### src/rtl/fetch_pkg.sv
// Shared types and defaults for the instruction-fetch stage.
// Holds reset PC / bubble defaults and the fetch FSM encoding.
package fetch_pkg;

   localparam logic [31:0] RESET_PC_DEF  = 32'h0040_0000;
   localparam logic [31:0] NOP_INSTR_DEF = 32'h0000_0000;

   typedef enum logic [1:0] {
      REQ  = 2'd0,
      WAIT = 2'd1,
      HOLD = 2'd2
   } fetch_state_t;

endpackage

### src/rtl/fetch_stage_if_id_reg.sv
// Pipeline register between fetch and decode (instr, pc+4, valid).
// Ports: stall/flush/load controls, incoming word, bubble pc+4, outputs.
module if_id_reg
   import fetch_pkg::*;
#(
   parameter logic [31:0] RESET_PC  = RESET_PC_DEF,
   parameter logic [31:0] NOP_INSTR = NOP_INSTR_DEF
) (
   input  logic        clk,
   input  logic        rst_n,
   input  logic        stall,
   input  logic        flush,
   input  logic        load,
   input  logic [31:0] instr_in,
   input  logic [31:0] pc_plus_4_in,
   input  logic [31:0] bubble_pc_plus_4,
   output logic [31:0] instr,
   output logic [31:0] pc_plus_4,
   output logic        valid
);

   // flush beats stall; an idle unstalled cycle becomes a bubble
   always_ff @(posedge clk or negedge rst_n) begin
      if (!rst_n) begin
         instr     <= NOP_INSTR;
         pc_plus_4 <= RESET_PC + 32'd4;
         valid     <= 1'b0;
      end else if (flush) begin
         instr     <= NOP_INSTR;
         pc_plus_4 <= bubble_pc_plus_4;
         valid     <= 1'b0;
      end else if (stall) begin
         instr     <= instr;
         pc_plus_4 <= pc_plus_4;
         valid     <= valid;
      end else if (load) begin
         instr     <= instr_in;
         pc_plus_4 <= pc_plus_4_in;
         valid     <= 1'b1;
      end else begin
         instr     <= NOP_INSTR;
         pc_plus_4 <= bubble_pc_plus_4;
         valid     <= 1'b0;
      end
   end

endmodule

### src/rtl/fetch_stage.sv
// Instruction fetch: PC, next-PC select, single-outstanding imem handshake.
// Ports: hazard stall/flush, decode redirects, imem req/gnt/rvalid, IF/ID out.
module fetch_stage
   import fetch_pkg::*;
#(
   parameter logic [31:0] RESET_PC  = RESET_PC_DEF,
   parameter logic [31:0] NOP_INSTR = NOP_INSTR_DEF
) (
   input  logic        clk,
   input  logic        rst_n,
   input  logic        stallF,
   input  logic        stallD,
   input  logic        flushD,
   input  logic        pcsrcD,
   input  logic [31:0] branch_addrD,
   input  logic        jumpD,
   input  logic [31:0] jump_addrD,
   input  logic        jrD,
   input  logic [31:0] jr_addrD,
   output logic        imem_req,
   output logic [31:0] imem_addr,
   input  logic        imem_gnt,
   input  logic        imem_rvalid,
   input  logic [31:0] imem_rdata,
   output logic [31:0] instrD,
   output logic [31:0] pc_plus_4_decoded,
   output logic        validD,
   output logic        fetch_busy
);

   fetch_state_t state, state_n;
   logic [31:0]  pc_f, pc_n;
   logic [31:0]  buf_q, buf_n;
   logic         kill, kill_n;
   logic         started;

   logic [31:0]  pc_plus_4_f;
   logic [31:0]  target;
   logic [31:0]  target_al;
   logic         redir;
   logic         stall_any;
   logic         load;
   logic [31:0]  load_instr;
   logic         req;

   assign pc_plus_4_f = pc_f + 32'd4;
   assign stall_any   = stallF | stallD;
   assign redir       = validD & ~stallD & (jrD | jumpD | pcsrcD);
   assign target_al   = target & ~32'h3;

   always_comb begin
      target = branch_addrD;
      if (jrD)
         target = jr_addrD;
      else if (jumpD)
         target = jump_addrD;
   end

   always_comb begin
      state_n    = state;
      pc_n       = pc_f;
      kill_n     = kill;
      buf_n      = buf_q;
      load       = 1'b0;
      load_instr = buf_q;
      req        = 1'b0;
      unique case (state)
         REQ: begin
            // no request until one clock after reset release
            req = started;
            if (req && imem_gnt) begin
               state_n = WAIT;
               kill_n  = redir;
            end
         end
         WAIT: begin
            if (imem_rvalid) begin
               if (kill || redir) begin
                  kill_n  = 1'b0;
                  state_n = REQ;
               end else if (stall_any) begin
                  buf_n   = imem_rdata;
                  state_n = HOLD;
               end else begin
                  load       = 1'b1;
                  load_instr = imem_rdata;
                  pc_n       = pc_plus_4_f;
                  state_n    = REQ;
               end
            end else if (redir) begin
               kill_n = 1'b1;
            end
         end
         HOLD: begin
            if (redir) begin
               state_n = REQ;
            end else if (!stall_any) begin
               load    = 1'b1;
               pc_n    = pc_plus_4_f;
               state_n = REQ;
            end
         end
         default: begin
            state_n = REQ;
            kill_n  = 1'b0;
         end
      endcase
      if (redir)
         pc_n = target_al;
   end

   always_ff @(posedge clk or negedge rst_n) begin
      if (!rst_n) begin
         state   <= REQ;
         pc_f    <= RESET_PC & ~32'h3;
         buf_q   <= NOP_INSTR;
         kill    <= 1'b0;
         started <= 1'b0;
      end else begin
         state   <= state_n;
         pc_f    <= pc_n;
         buf_q   <= buf_n;
         kill    <= kill_n;
         started <= 1'b1;
      end
   end

   if_id_reg #(
      .RESET_PC  (RESET_PC),
      .NOP_INSTR (NOP_INSTR)
   ) u_if_id (
      .clk              (clk),
      .rst_n            (rst_n),
      .stall            (stallD),
      .flush            (flushD | redir),
      .load             (load),
      .instr_in         (load_instr),
      .pc_plus_4_in     (pc_plus_4_f),
      .bubble_pc_plus_4 (pc_plus_4_f),
      .instr            (instrD),
      .pc_plus_4        (pc_plus_4_decoded),
      .valid            (validD)
   );

   assign imem_req   = req;
   assign imem_addr  = pc_f;
   assign fetch_busy = (state != HOLD);

endmodule
### config.mk
export PLATFORM = sky130hd
export DESIGN_NAME = fetch_stage
export DESIGN_NICKNAME = d
export VERILOG_FILES = /design/src/rtl/fetch_pkg.sv /design/src/rtl/fetch_stage_if_id_reg.sv /design/src/rtl/fetch_stage.sv
export SDC_FILE = /design/constraint.sdc
export NUM_CORES = 1
export LEC_CHECK = 0
export ABC_CLOCK_PERIOD_IN_PS = 6200
export BUFFER_PORTS_ARGS = -buffer_cell sky130_fd_sc_hd__buf_2
export CORE_UTILIZATION = 41
export CTS_CLUSTER_DIAMETER = 120
export DETAILED_ROUTE_END_ITERATION = 8
export MAX_ROUTING_LAYER = met4
export PLACE_DENSITY = 0.77
export SYNTH_ARGS = -nofsm -noshare
export SYNTH_HDL_FRONTEND = slang
export SYNTH_SLANG_ARGS = --single-unit
export TNS_END_PERCENT = 50
### constraint.sdc
create_clock -name clk -period 6.2 [get_ports clk]
set_clock_uncertainty 0.15 [all_clocks]
set_input_delay 1.55 -clock clk [delete_from_list [all_inputs] [get_ports clk]]
set_output_delay 1.55 -clock clk [all_outputs]
set_load 0.02 [all_outputs]
Word-level counts from Yosys, hierarchy flattened
Index checks and enable logic that the tools add are counted.
{"block": "totals", "ff_bits": 133, "inputBits": 138, "mem_count": 0, "output_inout_bits": 99, "ramBits": 0, "mem_bits_ro": 0, "elab_cells": 73, "latch_bits": 0}
{"block": "classes", "n_eq_ne": 10, "add_sub_neg": 1, "bitwise": 9, "n_reduce_logical": 8, "shift": 0, "n_mux": 37, "div": 0, "n_lt_le_gt_ge": 0, "mul": 0}
{"cell": "two-way mux 32 bit", "n": 15}
{"cell": "one-hot mux 32 bit (2 select lines)", "n": 1}
{"cell": "adder 32 x 3 -> 32 bit, second input constant", "n": 1}
{"cell": "two-way mux 1 bit", "n": 12}
{"cell": "two-way mux 2 bit", "n": 6}
{"cell": "inequality test 3 bit, second input constant", "n": 4}
{"cell": "AND reduction 4 bit", "n": 2}
{"cell": "inequality test 2 bit, second input constant", "n": 3}
{"cell": "one-hot mux 2 bit (3 select lines)", "n": 1}
{"cell": "AND reduction 3 bit", "n": 2}
{"cell": "bitwise OR 1 bit", "n": 4}
{"cell": "NOT 1 bit", "n": 3}
{"cell": "one-hot mux 1 bit (3 select lines)", "n": 1}
{"cell": "nonzero test 3 bit", "n": 1}
{"cell": "AND 1 bit", "n": 2}
{"cell": "equality test 2 x 1 -> 1 bit, second input constant", "n": 1}
{"cell": "equality test 2 bit, second input constant", "n": 1}
{"cell": "logical NOT 2 bit", "n": 1}
{"cell": "inequality test 2 x 1 -> 1 bit, second input constant", "n": 1}
{"cell": "one-hot mux 1 bit (2 select lines)", "n": 1}
{"cell": "logical AND 1 bit", "n": 1}
{"cell": "logical OR 1 bit", "n": 1}

Depth between registers and ports, before layout
{"block": "depth", "ltp_word": 10, "ltp_mapped": 8, "mapped_depth_nobuf": 7}

Hierarchy
From an unflattened synthesis, not the netlist that was laid out.
{"block": "unflattened", "cells_unflattened": 829, "hier_area_um2": 7855.0}
{"mod": "fetch_stage", "instances": 1, "area_per_inst_um2": 4832.1, "cells_per_inst": 508, "seq_area_each_um2": 1652.8}
{"mod": "if_id_reg", "instances": 1, "area_per_inst_um2": 3022.9, "cells_per_inst": 321, "seq_area_each_um2": 1629.1}

Worst setup path after synthesis
OpenSTA, ideal clock, no wires.
{"block": "synth_timing", "path_type": "in2reg", "from": "in jrD", "to": "reg pc_f[31] (netlist: imem_addr[31])", "required_time_ns": 5.963, "path_slack_ns": 3.037, "arrival_ns": 2.927, "setup_ns": 0.087, "cell_stages": 6, "cell_sequence": "clkbuf_1 > o311ai_1 > clkbuf_8 > nand2_1 > or4_1 > o211ai_1"}
{"block": "synth_via", "elab_chain_cells": 6}
{"item": "from (decl)", "line_no": "fetch_stage.sv:18", "source": "input logic jrD,"}
{"item": "bitwise OR 1 bit (2 in a row)", "line_no": "fetch_stage.sv:48", "source": "assign redir = validD & ~stallD & (jrD | jumpD | pcsrcD);"}
{"item": "AND 1 bit", "line_no": "fetch_stage.sv:48"}
{"item": "logical OR 1 bit", "line_no": "fetch_stage.sv:78", "source": "if (kill || redir) begin"}
{"item": "inequality test 3 bit (no line)"}
{"item": "AND reduction 3 bit (no line)"}
{"item": "to (signal assigned)", "line_no": "fetch_stage.sv:115", "source": "pc_f <= RESET_PC & ~32'h3;"}
{"item": "to (signal assigned)", "line_no": "fetch_stage.sv:121", "source": "pc_f <= pc_n;"}
{"item": "to (decl)", "line_no": "fetch_stage.sv:32", "source": "logic [31:0] pc_f, pc_n;"}
Parallel ways exist; a longest one is shown, timed or not.
A chain may end at the register's enable or synchronous reset.

Final worst setup path
Ends and elaborated chain as after synthesis.

==> flow_summary.toml <==
[critical_path]
reg2regPathDepth = 6
cp_num_cells = 7
worst-setup-path-type = "primary input to flip-flop"
cp_slowest_stage_delay_ns = 0.55
r2r_slack_ns = 3.31
crit_path_end_kind = "flip-flop"
crit_family = "buffers and inverters"
timing.rr.end = "imem_addr[20]"
worst_ep_arrival_time_ns = 4.00
crit_chain = "buf_2 -> o311ai_4 -> buf_4 -> buf_4 -> nand2_1 -> or4_1 -> o211ai_1"
path_buf_inv = 3
cp_slowest_cell = "or4_1"
rr_startpoint = "imem_addr[2]"
crit_fanout = 62
worstSetupStartpoint = "jrD"
start_kind = "primary input"
cp.required_ns = 6.38
endpoint = "imem_addr[31]"
crit_top_cell = "buf_4"

[drt]
drcViolationCount = 0
avgViaCountPerCell = 5.09
first_iter_violations = 260
routed_wl_um = 17600
wl_per_cell_um = 15.7
drt_first_pass_iters = 4
vias = 5709
ant_nets = 0

[timing]
post-route-period-util_pct = 61.5
hold_violations = 0
relSlewSlack_pct = 21.7
slew_viol_final = 0
min_period_ns = 3.82
fmax_mhz = 262
totalNegativeSetupSlack_ns = 0
holdWs_ns = 0.308
setup_violations = 0
rsz0062_at_grt = "false"
worst_pin_slew_ns = 1.17

[synth]
ys_ff_latch = 129
synth_compound_area_share_pct = 12.8
synth_area_leaders = "dfrtp_1, nand2_1, mux2_2"
synth-xor-area-share_pct = 6.97
synth.area.mux_share_pct = 10.3
synth_fa_ha_area_share_pct = 0.752
synthFlopType = "dfrtp_1"
synth-edff-count = 0
synth_top_area_share_pct = 47.4
syn_area_sq_mm = 0.00666
synth_cells = 688
synthSimpleGateAreaFrac_pct = 16.3
synth_top_family_by_area = "simple AND/OR/NAND/NOR gates"
yosysWarnings = 0
syn_avg_cell_area_sq_um = 9.67
synth_largest_area_cell = "dfrtp_1"
ys_types = 49
seq_area_frac_synth_pct = 48.6
async_flop_share_pct = 100

[die]
ios = 237
die_area_sq_mm = 0.0167
die_w_um = 129
start_util_pct = 41.9
placementRows = 46
dieHeight_um = 129
fp.coreArea_sq_mm = 0.0159

[pwr]
clockPowerShare_pct = 29.2
pwr-share-seq_pct = 40.0
total_power_w = 0.00357
p_comb_share_pct = 30.8
p_leak_nw = 4.10
irDropWorstVdd_mv = 0.218
p_per_area_mw_per_mm2 = 417
power_switching_w = 0.00128
switching_share_pct = 35.8
p_int_w = 0.00229

[clock_network]
cts_hold_buf = 0
cts-htree-levels = 4
cts.repair.resized = 0
cts_setup_buffers = 0
cts_buffer_depth = 2
cts_made_buffers = 17
cts_tree = "built"
clk_transition_reported_paths_ns = 0.06
clock-root-buffer = "clkbuf_16"
clock_sinks = 129
clock_latency_ns = 0.42

[hold_path]
hold_start = "u_if_id.instr[23]"
worst_hold_path_type = "flip-flop to flip-flop"

[placed_design]
place_congestion = 0.784
place_area_sq_mm = 0.00794
dp_hpwl_um = 12600
portBuffers = 226

[grt]
grt_max_degree = 80
antenna_found_initial = 0
gr-total-overflow = 0
first_global_vias = 5468
grt_pass1_wl_um = 27800
grt_use_total_pct = 22.5

[layout]
final_util_pct = 53.8
nets = 1036
syn2layout_area_growth_pct = 28.4
design_area_sq_mm = 0.00855
antenna_cells = 0
filler_cell_count = 1486
drive_above_1_share_pct = 34.6

[flow_run]
drv_cap = 0

[status]
status = "completed"
sequential cells by signal, indices dropped and copies added (netlist names):
name / flops
kill: 1
imem_addr: 30
u_if_id.instr: 32
u_if_id.valid: 1
buf_q: 32
state: 2
started: 1
u_if_id.pc_plus_4: 30
final cells by class:
cell class | instances | area (sq um) | area share, %
Tap cell | 216 | 270 | 3.16
Multi-Input combinational cell | 503 | 3200 | 37.4
Timing Repair Buffer | 237 | 1220 | 14.2
Clock buffer | 21 | 450 | 5.27
Inverter | 6 | 22.5 | 0.264
Clock inverter | 9 | 158 | 1.84
Sequential cell | 129 | 3230 | 37.8
power by group through the flow:
stage               registers (W)  clock network [W]  logic, W
floorplan                 0.00159                  0  0.000533
global placement          0.00141                  0   0.00108
detailed placement        0.00144                  0   0.00111
CTS                       0.00143            0.00106   0.00111
global route              0.00147            0.00110   0.00120
finish                    0.00143            0.00104   0.00110
worst min path at each step:
stage	end	slack, ns	cells past startpoint
after floorplan	u_if_id.instr[0]	0.31	2
after global placement	u_if_id.instr[19]	0.29	2
after detailed placement	u_if_id.instr[6]	0.30	2
after CTS	u_if_id.instr[23]	0.31	2
after global routing	u_if_id.instr[8]	0.34	2
final	u_if_id.instr[23]	0.31	2
cells in the final DEF (no fill, tap or decap), drive strengths merged, types with 2 or more instances in the layout:
cell type / count
o311ai: 3
nand2: 134
xnor2: 17
or4: 3
ha: 4
inv: 7
xor2: 36
nor2: 35
clkinv: 2
and4: 2
nand4: 11
mux2i: 30
buf: 237
and2: 3
a211oi: 25
nor3: 11
a22oi: 32
clkinvlp: 2
bufinv: 4
o211ai: 4
dfrtp: 126
clkbuf: 21
a21oi: 25
mux2: 34
and3: 5
dfstp: 3
o21ai: 41
conb: 5
or3: 2
nor4: 6
a31oi: 2
nand3: 25
metal layers:
layer	track usage, %	vias to the layer above	part of all wire (%)
met5	-	-	0
met2	36.1	174	49
met4	8.10	0	2.3
met3	4.67	28	5.2
li1	-	2829	-
met1	28.0	2678	43
synth_stat cells (3+ instances only):
| master | instances |
|---|---|
| a21oi_1 | 25 |
| buf_2 | 4 |
| dfrtp_1 | 126 |
| nand2_1 | 134 |
| nand3_1 | 23 |
| dfstp_2 | 3 |
| xor2_1 | 36 |
| a22oi_1 | 32 |
| clkbuf_1 | 35 |
| mux2_2 | 34 |
| nor2_1 | 35 |
| and3_1 | 4 |
| nor4_1 | 5 |
| nand4_1 | 11 |
| ha_1 | 4 |
| and2_1 | 3 |
| mux2i_1 | 30 |
| buf_4 | 7 |
| nor3_1 | 10 |
| xnor2_1 | 17 |
| or4_1 | 3 |
| inv_1 | 6 |
| o211ai_1 | 4 |
| a211oi_1 | 25 |
| o21ai_0 | 40 |
cells by family after synthesis:
group | Yosys count
buffers and inverters | 59
adders and majority gates | 4
DFF | 129
xor gates and xnor gates | 53
AOI/OAI and AO/OA | 135
muxes | 64
other | 2
and+or+nand+nor | 242
per-stage QoR:
step,std cells,setup slack (ns)
CTS,1121,2.41
global route,1121,2.24
detailed placement,1091,1.97
finish,1121,2.38
floorplan,691,3.04
global placement,1091,2.04
worst min-delay path, stage by stage, from the launching register on:
cell	delay [ns]
dfrtp_1	0.33
nand2_1	0.05
nand2_1	0.04
Power figures use the tool's default switching activity.
